File: src/rtl/pdm_capture_ctrl.sv
// -----------------------------------------------------------------------------
// pdm_capture_ctrl
//
// Capture controller for the PDM microphone path. It produces the microphone
// bit clock and a one-cycle sample strobe for the CIC decimator. It holds the
// decimator in reset while idle and throws away the first decimated words while
// the microphone settles. Decimated PCM words are buffered in a small circular
// FIFO. The FIFO drives a threshold interrupt and a sticky overrun flag.
//
// Ports
//   clk, rst_n        system clock, asynchronous active-low reset
//   enable            capture enable (level)
//   clk_div           PDM half-period minus one, in clk cycles
//   settle_count      decimated samples discarded after each start
//   fifo_thresh       level IRQ threshold (0 disables the level IRQ)
//   pdm_clk           microphone bit clock
//   pdm_sample        one-cycle strobe, coincident with the falling toggle
//   filt_rst          synchronous reset to the decimator
//   pcm_in/_valid_in  decimated PCM word and its one-cycle valid
//   rd_en             pop the FIFO head
//   rd_data           FIFO head, 0 when empty
//   level             FIFO occupancy
//   overrun           sticky dropped-sample flag, cleared by clr_overrun
//   irq               level interrupt OR overrun
//   state             IDLE=0, START=1, SETTLE=2, RUN=3
// -----------------------------------------------------------------------------
`timescale 1ns/1ps
module pdm_capture_ctrl #(
    parameter int FIFO_DEPTH = 8,
    parameter int AW         = $clog2(FIFO_DEPTH)
) (
    input  logic          clk,
    input  logic          rst_n,
    input  logic          enable,
    input  logic [7:0]    clk_div,
    input  logic [7:0]    settle_count,
    input  logic [AW:0]   fifo_thresh,
    output logic          pdm_clk,
    output logic          pdm_sample,
    output logic          filt_rst,
    input  logic [15:0]   pcm_in,
    input  logic          pcm_valid_in,
    input  logic          rd_en,
    output logic [15:0]   rd_data,
    output logic [AW:0]   level,
    output logic          overrun,
    input  logic          clr_overrun,
    output logic          irq,
    output logic [1:0]    state
);

    localparam int LW = AW + 1;
    localparam logic [AW:0] FULL_LEVEL = LW'(FIFO_DEPTH);

    typedef enum logic [1:0] {
        IDLE   = 2'd0,
        START  = 2'd1,
        SETTLE = 2'd2,
        RUN    = 2'd3
    } state_e;

    state_e         state_q;
    logic [7:0]     settle_q;
    logic           filt_rst_q;

    logic [7:0]     div_q, div_d;
    logic           pdm_clk_q, pdm_clk_d;

    logic [15:0]    mem_q [FIFO_DEPTH];
    logic [AW-1:0]  wr_ptr_q, wr_ptr_d;
    logic [AW-1:0]  rd_ptr_q, rd_ptr_d;
    logic [AW:0]    level_q, level_d;
    logic           overrun_q, overrun_d;

    logic           active;
    logic           div_hit;
    logic           push_req;
    logic           pop_req;
    logic           full;
    logic           push_ok;
    logic           drop;

    // Capture state machine. Dropping enable returns to IDLE from any state and
    // takes priority over every other transition. The settle counter counts
    // down on each discarded word. The move to RUN happens on the word that
    // brings the counter to zero, so the next word is already kept. A zero
    // settle count spends a single cycle in SETTLE. filt_rst is registered
    // alongside the state so the decimator sees a glitch-free reset.
    always_ff @(posedge clk or negedge rst_n) begin
        if (!rst_n) begin
            state_q    <= IDLE;
            settle_q   <= 8'd0;
            filt_rst_q <= 1'b1;
        end else if (!enable) begin
            state_q    <= IDLE;
            filt_rst_q <= 1'b1;
        end else begin
            case (state_q)
                IDLE: begin
                    state_q    <= START;
                    filt_rst_q <= 1'b1;
                end
                START: begin
                    state_q    <= SETTLE;
                    settle_q   <= settle_count;
                    filt_rst_q <= 1'b0;
                end
                SETTLE: begin
                    filt_rst_q <= 1'b0;
                    if (settle_q == 8'd0) begin
                        state_q <= RUN;
                    end else if (pcm_valid_in) begin
                        settle_q <= settle_q - 8'd1;
                        if (settle_q == 8'd1) begin
                            state_q <= RUN;
                        end
                    end
                end
                RUN: begin
                    filt_rst_q <= 1'b0;
                end
                default: begin
                    state_q    <= IDLE;
                    filt_rst_q <= 1'b1;
                end
            endcase
        end
    end

    assign active  = (state_q == SETTLE) || (state_q == RUN);
    assign div_hit = (div_q >= clk_div);

    // Bit-clock divider. The counter runs only while capturing. It restarts
    // whenever we are outside SETTLE/RUN or enable is dropping, so pdm_clk is
    // low on the first idle cycle. The >= compare lets a smaller clk_div take
    // effect at the next compare without wrapping through 255.
    always_comb begin
        div_d     = div_q;
        pdm_clk_d = pdm_clk_q;
        if (!enable || !active) begin
            div_d     = 8'd0;
            pdm_clk_d = 1'b0;
        end else if (div_hit) begin
            div_d     = 8'd0;
            pdm_clk_d = ~pdm_clk_q;
        end else begin
            div_d     = div_q + 8'd1;
        end
    end

    always_ff @(posedge clk or negedge rst_n) begin
        if (!rst_n) begin
            div_q     <= 8'd0;
            pdm_clk_q <= 1'b0;
        end else begin
            div_q     <= div_d;
            pdm_clk_q <= pdm_clk_d;
        end
    end

    // The strobe marks the cycle whose closing edge drops pdm_clk. That gives
    // exactly one strobe per PDM period. The strobe is 0 in IDLE/START because
    // pdm_clk is held low there.
    assign pdm_sample = active && pdm_clk_q && div_hit;

    assign push_req = pcm_valid_in && (state_q == RUN);
    assign pop_req  = rd_en && (level_q != '0);
    assign full     = (level_q == FULL_LEVEL);
    assign push_ok  = push_req && (!full || pop_req);
    assign drop     = push_req && full && !pop_req;

    // FIFO bookkeeping. Pointers wrap naturally because the depth is a power
    // of two. A push into a full FIFO still succeeds when a pop happens in the
    // same cycle. START discards anything left over from the previous capture.
    always_comb begin
        wr_ptr_d = wr_ptr_q;
        rd_ptr_d = rd_ptr_q;
        level_d  = level_q;
        if (state_q == START) begin
            wr_ptr_d = '0;
            rd_ptr_d = '0;
            level_d  = '0;
        end else begin
            if (push_ok) begin
                wr_ptr_d = wr_ptr_q + AW'(1);
            end
            if (pop_req) begin
                rd_ptr_d = rd_ptr_q + AW'(1);
            end
            case ({push_ok, pop_req})
                2'b10:   level_d = level_q + LW'(1);
                2'b01:   level_d = level_q - LW'(1);
                default: level_d = level_q;
            endcase
        end
    end

    // Overrun is sticky. A drop in the same cycle as clr_overrun keeps it set,
    // so software can never miss a loss.
    always_comb begin
        overrun_d = overrun_q;
        if (drop) begin
            overrun_d = 1'b1;
        end else if (clr_overrun) begin
            overrun_d = 1'b0;
        end
    end

    always_ff @(posedge clk or negedge rst_n) begin
        if (!rst_n) begin
            wr_ptr_q  <= '0;
            rd_ptr_q  <= '0;
            level_q   <= '0;
            overrun_q <= 1'b0;
        end else begin
            wr_ptr_q  <= wr_ptr_d;
            rd_ptr_q  <= rd_ptr_d;
            level_q   <= level_d;
            overrun_q <= overrun_d;
        end
    end

    // Storage array. It has no reset because rd_data is masked to 0 whenever
    // the FIFO is empty.
    always_ff @(posedge clk) begin
        if (push_ok) begin
            mem_q[wr_ptr_q] <= pcm_in;
        end
    end

    assign rd_data  = (level_q != '0) ? mem_q[rd_ptr_q] : 16'd0;
    assign irq      = overrun_q | ((fifo_thresh != '0) && (level_q >= fifo_thresh));
    assign level    = level_q;
    assign overrun  = overrun_q;
    assign pdm_clk  = pdm_clk_q;
    assign filt_rst = filt_rst_q;
    assign state    = state_q;

endmodule
File: config.mk
export PLATFORM = sky130hd
export DESIGN_NAME = pdm_capture_ctrl
export DESIGN_NICKNAME = d
export VERILOG_FILES = /design/src/rtl/pdm_capture_ctrl.sv
export SDC_FILE = /design/constraint.sdc
export NUM_CORES = 1
export LEC_CHECK = 0
export CAP_MARGIN = 20
export CORE_ASPECT_RATIO = 1.25
export CORE_UTILIZATION = 35
export DETAILED_ROUTE_END_ITERATION = 16
export SKIP_LAST_GASP = 1
export SYNTH_ARGS = -nofsm -noshare
export SYNTH_HDL_FRONTEND = slang
export SYNTH_SLANG_ARGS = --single-unit
File: constraint.sdc
create_clock -name clk -period 3.7 [get_ports clk]
set_input_delay 1.11 -clock clk [delete_from_list [all_inputs] [get_ports clk]]
set_output_delay 1.11 -clock clk [all_outputs]
set_load 0.005 [all_outputs]
==> reports/metrics.cfg <==
[yosys]
ys_seq_area_share_pct=65.8
netlist_area_um2=7020
synth_fp_nets=519
ys_ff_latch=159
synthArstFlopShare_pct=19.5
syn_area_per_cell_um2=15.5
synth_ff_type=edfxtp_1
synth_edf_count=128
yosys_warnings=0
syn-instance-count=453
synth_cell_type_count=45

[cells_and_area]
antenna_cells=0
instances_no_fill=829
drive_gt1_share_pct=21.1
seq_area_um2=4620
final_cell_area_um2=8960
fin_nets=617
syn_to_final_growth_pct=27.6
fillCellCount=1760
multiInputGateArea_um2=2300
final_util_pct=45.8

[routing]
antenna_left=0
drt_iter0_drc=236
vias_per_cell=5.00
drcViolationCount=0
drt_pass1_iterations=4
post_drt_wl_per_cell_um=17.8
vias=4145
drt-total-wl_mm=14.8

[critical_path]
r2r-end=div_q[5]$_DFF_PN0_
cp-endpoint=pdm_sample
cp_slowest_stage_delay_ns=0.47
reg2reg_depth=17
path_max_fanout=2
crit_start=clk_div[4]
endpoint_kind=output port
reg2reg_setup_slack_ns=0.83
path_cells=clkdlybuf4s50_1 -> inv_2 -> ha_4 -> nand4_1 -> o221ai_2 -> a21oi_2 -> nor2_1 -> buf_2
cp.arrival_ns=2.55
worst_setup_path_start_kind=input port
path_class=in -> out
r2r_start=div_q[5]$_DFF_PN0_
crit_slowest_cell=clkdlybuf4s50_1
required_ns=2.59

[placed_design]
placed_area_um2=8200
dp.cells=787
io_buffers=68
dp_slack_ns=-0.435
hpwlAfterDp_mm=9.06
place_congestion=0.814

[power]
vdd_drop_max_mv=0.410
leakage_nw=3.20
total_power_mw=5.97
p_per_area_nw_per_um2=666

[sta]
fin_ws_ns=0.0429
finalCritPeriodShare_pct=98.8
relSlewSlack_pct=39.6
final_hold_viol_count=0
fin_setup_tns_ns=0
tightest_slew_ns=0.903
hold_ws_ns=0.508
drv_slew=0
max_freq_ghz=0.273
min_period_ns=3.66
fin_skew_ns=0.0168
setup_viol=0

[clocking]
cts_num_sinks=159
root_buffer=clkbuf_16
clk_latency_ns=0.42
htree_levels=4
cts_max_path_buffers=2
tritoncts=done
cts.reportedPaths.clkPinSlew_ns=0.06
cts_buffers=17

[global_route]
grt_start_max_net_pins=35
overflow=0
grt_pass1_vias=4325
grt_usage_pct=15.3
grt_pass1_wl_mm=23.4
antenna_found_initial=0

[job]
cap_violations=0

[outcome]
outcome=finished clean

[floorplan]
initial_core_util_pct=35.9
rows=57
die_height_um=160
num_io_pins=69
die_area_um2=20600
coreArea_um2=19500
die_w_um=129

[worst_hold_path]
hp-class=reg -> reg

## layout make-up
class,instances,area share [%]
multi-input combinational,251,25.6
inverter,23,0.964
clock buffer,18,4.79
timing repair buffer,99,11.2
clock inverter,14,2.15
sequential,159,51.6
tap,265,3.70
## worst min-delay path by stage
stage	startpoint	to	slack [ns]	cells after the start
2_1_floorplan	div_q[0]$_DFF_PN0_	div_q[0]$_DFF_PN0_	0.47	1
3_3_place_gp	div_q[0]$_DFF_PN0_	div_q[0]$_DFF_PN0_	0.50	1
3_5_place_dp	div_q[0]$_DFF_PN0_	div_q[0]$_DFF_PN0_	0.50	1
4_1_cts	div_q[0]$_DFF_PN0_	div_q[0]$_DFF_PN0_	0.51	1
5_1_grt	div_q[0]$_DFF_PN0_	div_q[0]$_DFF_PN0_	0.53	1
6_report	div_q[0]$_DFF_PN0_	div_q[0]$_DFF_PN0_	0.51	1
## cell families (layout without fill, tap and decap cells)
logic type | count (synthesis) | count (layout) | share of synthesized area, %
adders and majority gates | 24 | 24 | 4.28
AOI/OAI and AO/OA | 51 | 51 | 5.22
buffers and inverters | 43 | 154 | 2.67
xor gates and xnor gates | 11 | 11 | 1.37
and+or+nand+nor | 113 | 113 | 7.47
muxes | 52 | 52 | 13.2
DFF | 159 | 159 | 65.8
## flip-flops by register name, summed over array words and instances (netlist names)
register  cells
div_q         8
mem_q       128
state         2
rd_ptr_q      3
filt_rst      1
pdm_clk       1
level         4
settle_q      8
wr_ptr_q      3
overrun       1
## power breakdown
group	switching, mW	internal, mW	leakage [nW]
Sequential	0.152	2.06	1.55
Clock	0.752	1.09	0.308
Combinational	0.913	0.997	1.34
Total	1.82	4.15	3.20
## per-layer routing
metal,global-route usage (%),vias up,part of all wire [%],routed length [um]
li1,-,1924,-,-
met5,0,-,0,0
met4,4.39,0,0.92,136
met3,4.26,14,4.8,702
met1,18.9,2110,42,6180
met2,26.1,97,53,7760
## repair_timing
item,4_1_cts,5_1_grt
buffers inserted,10,0
endpoints found under the setup margin,2,10
hold buffers,0,0
gates resized for setup,11,15
pin swaps,7,6
## cells in the mapped netlist, drive strengths merged, types with 11 or more instances
cell type  instances  share of area (%)
o21ai             16                1.1
edfxtp           128                 55
mux4              32                 10
nand2b            11               0.98
nor2              46                2.5
nand2             19                1.0
nand3             12               0.86
ha                24                4.3
clkbuf            13               0.86
inv               23                1.2
dfrtp             30                 11
mux2i             19                2.7
## worst max-delay path: cells and delay by family
family	cells	cell delay (ns)
AO/OA/AOI/OAI	2	0.28
adder cells (fa/ha/maj)	1	0.25
buffers and inverters	3	0.64
AND/OR/NAND/NOR	2	0.26
## cells in the final DEF, fill, tap and decap left out, types with 14 or more instances in the layout
| cell | netlist | routed |
|---|---|---|
| buf_4 | 1 | 24 |
| clkbuf_16 | 0 | 17 |
| clkdlybuf4s50_1 | 0 | 61 |
| dfrtp_1 | 30 | 29 |
| edfxtp_1 | 128 | 128 |
| ha_1 | 24 | 20 |
| inv_1 | 23 | 19 |
| mux2i_1 | 19 | 19 |
| mux4_2 | 32 | 32 |
| nand2_1 | 19 | 19 |
| nor2_1 | 46 | 46 |
| o21ai_0 | 16 | 14 |
Note: power is estimated with default switching activity, not from simulation.
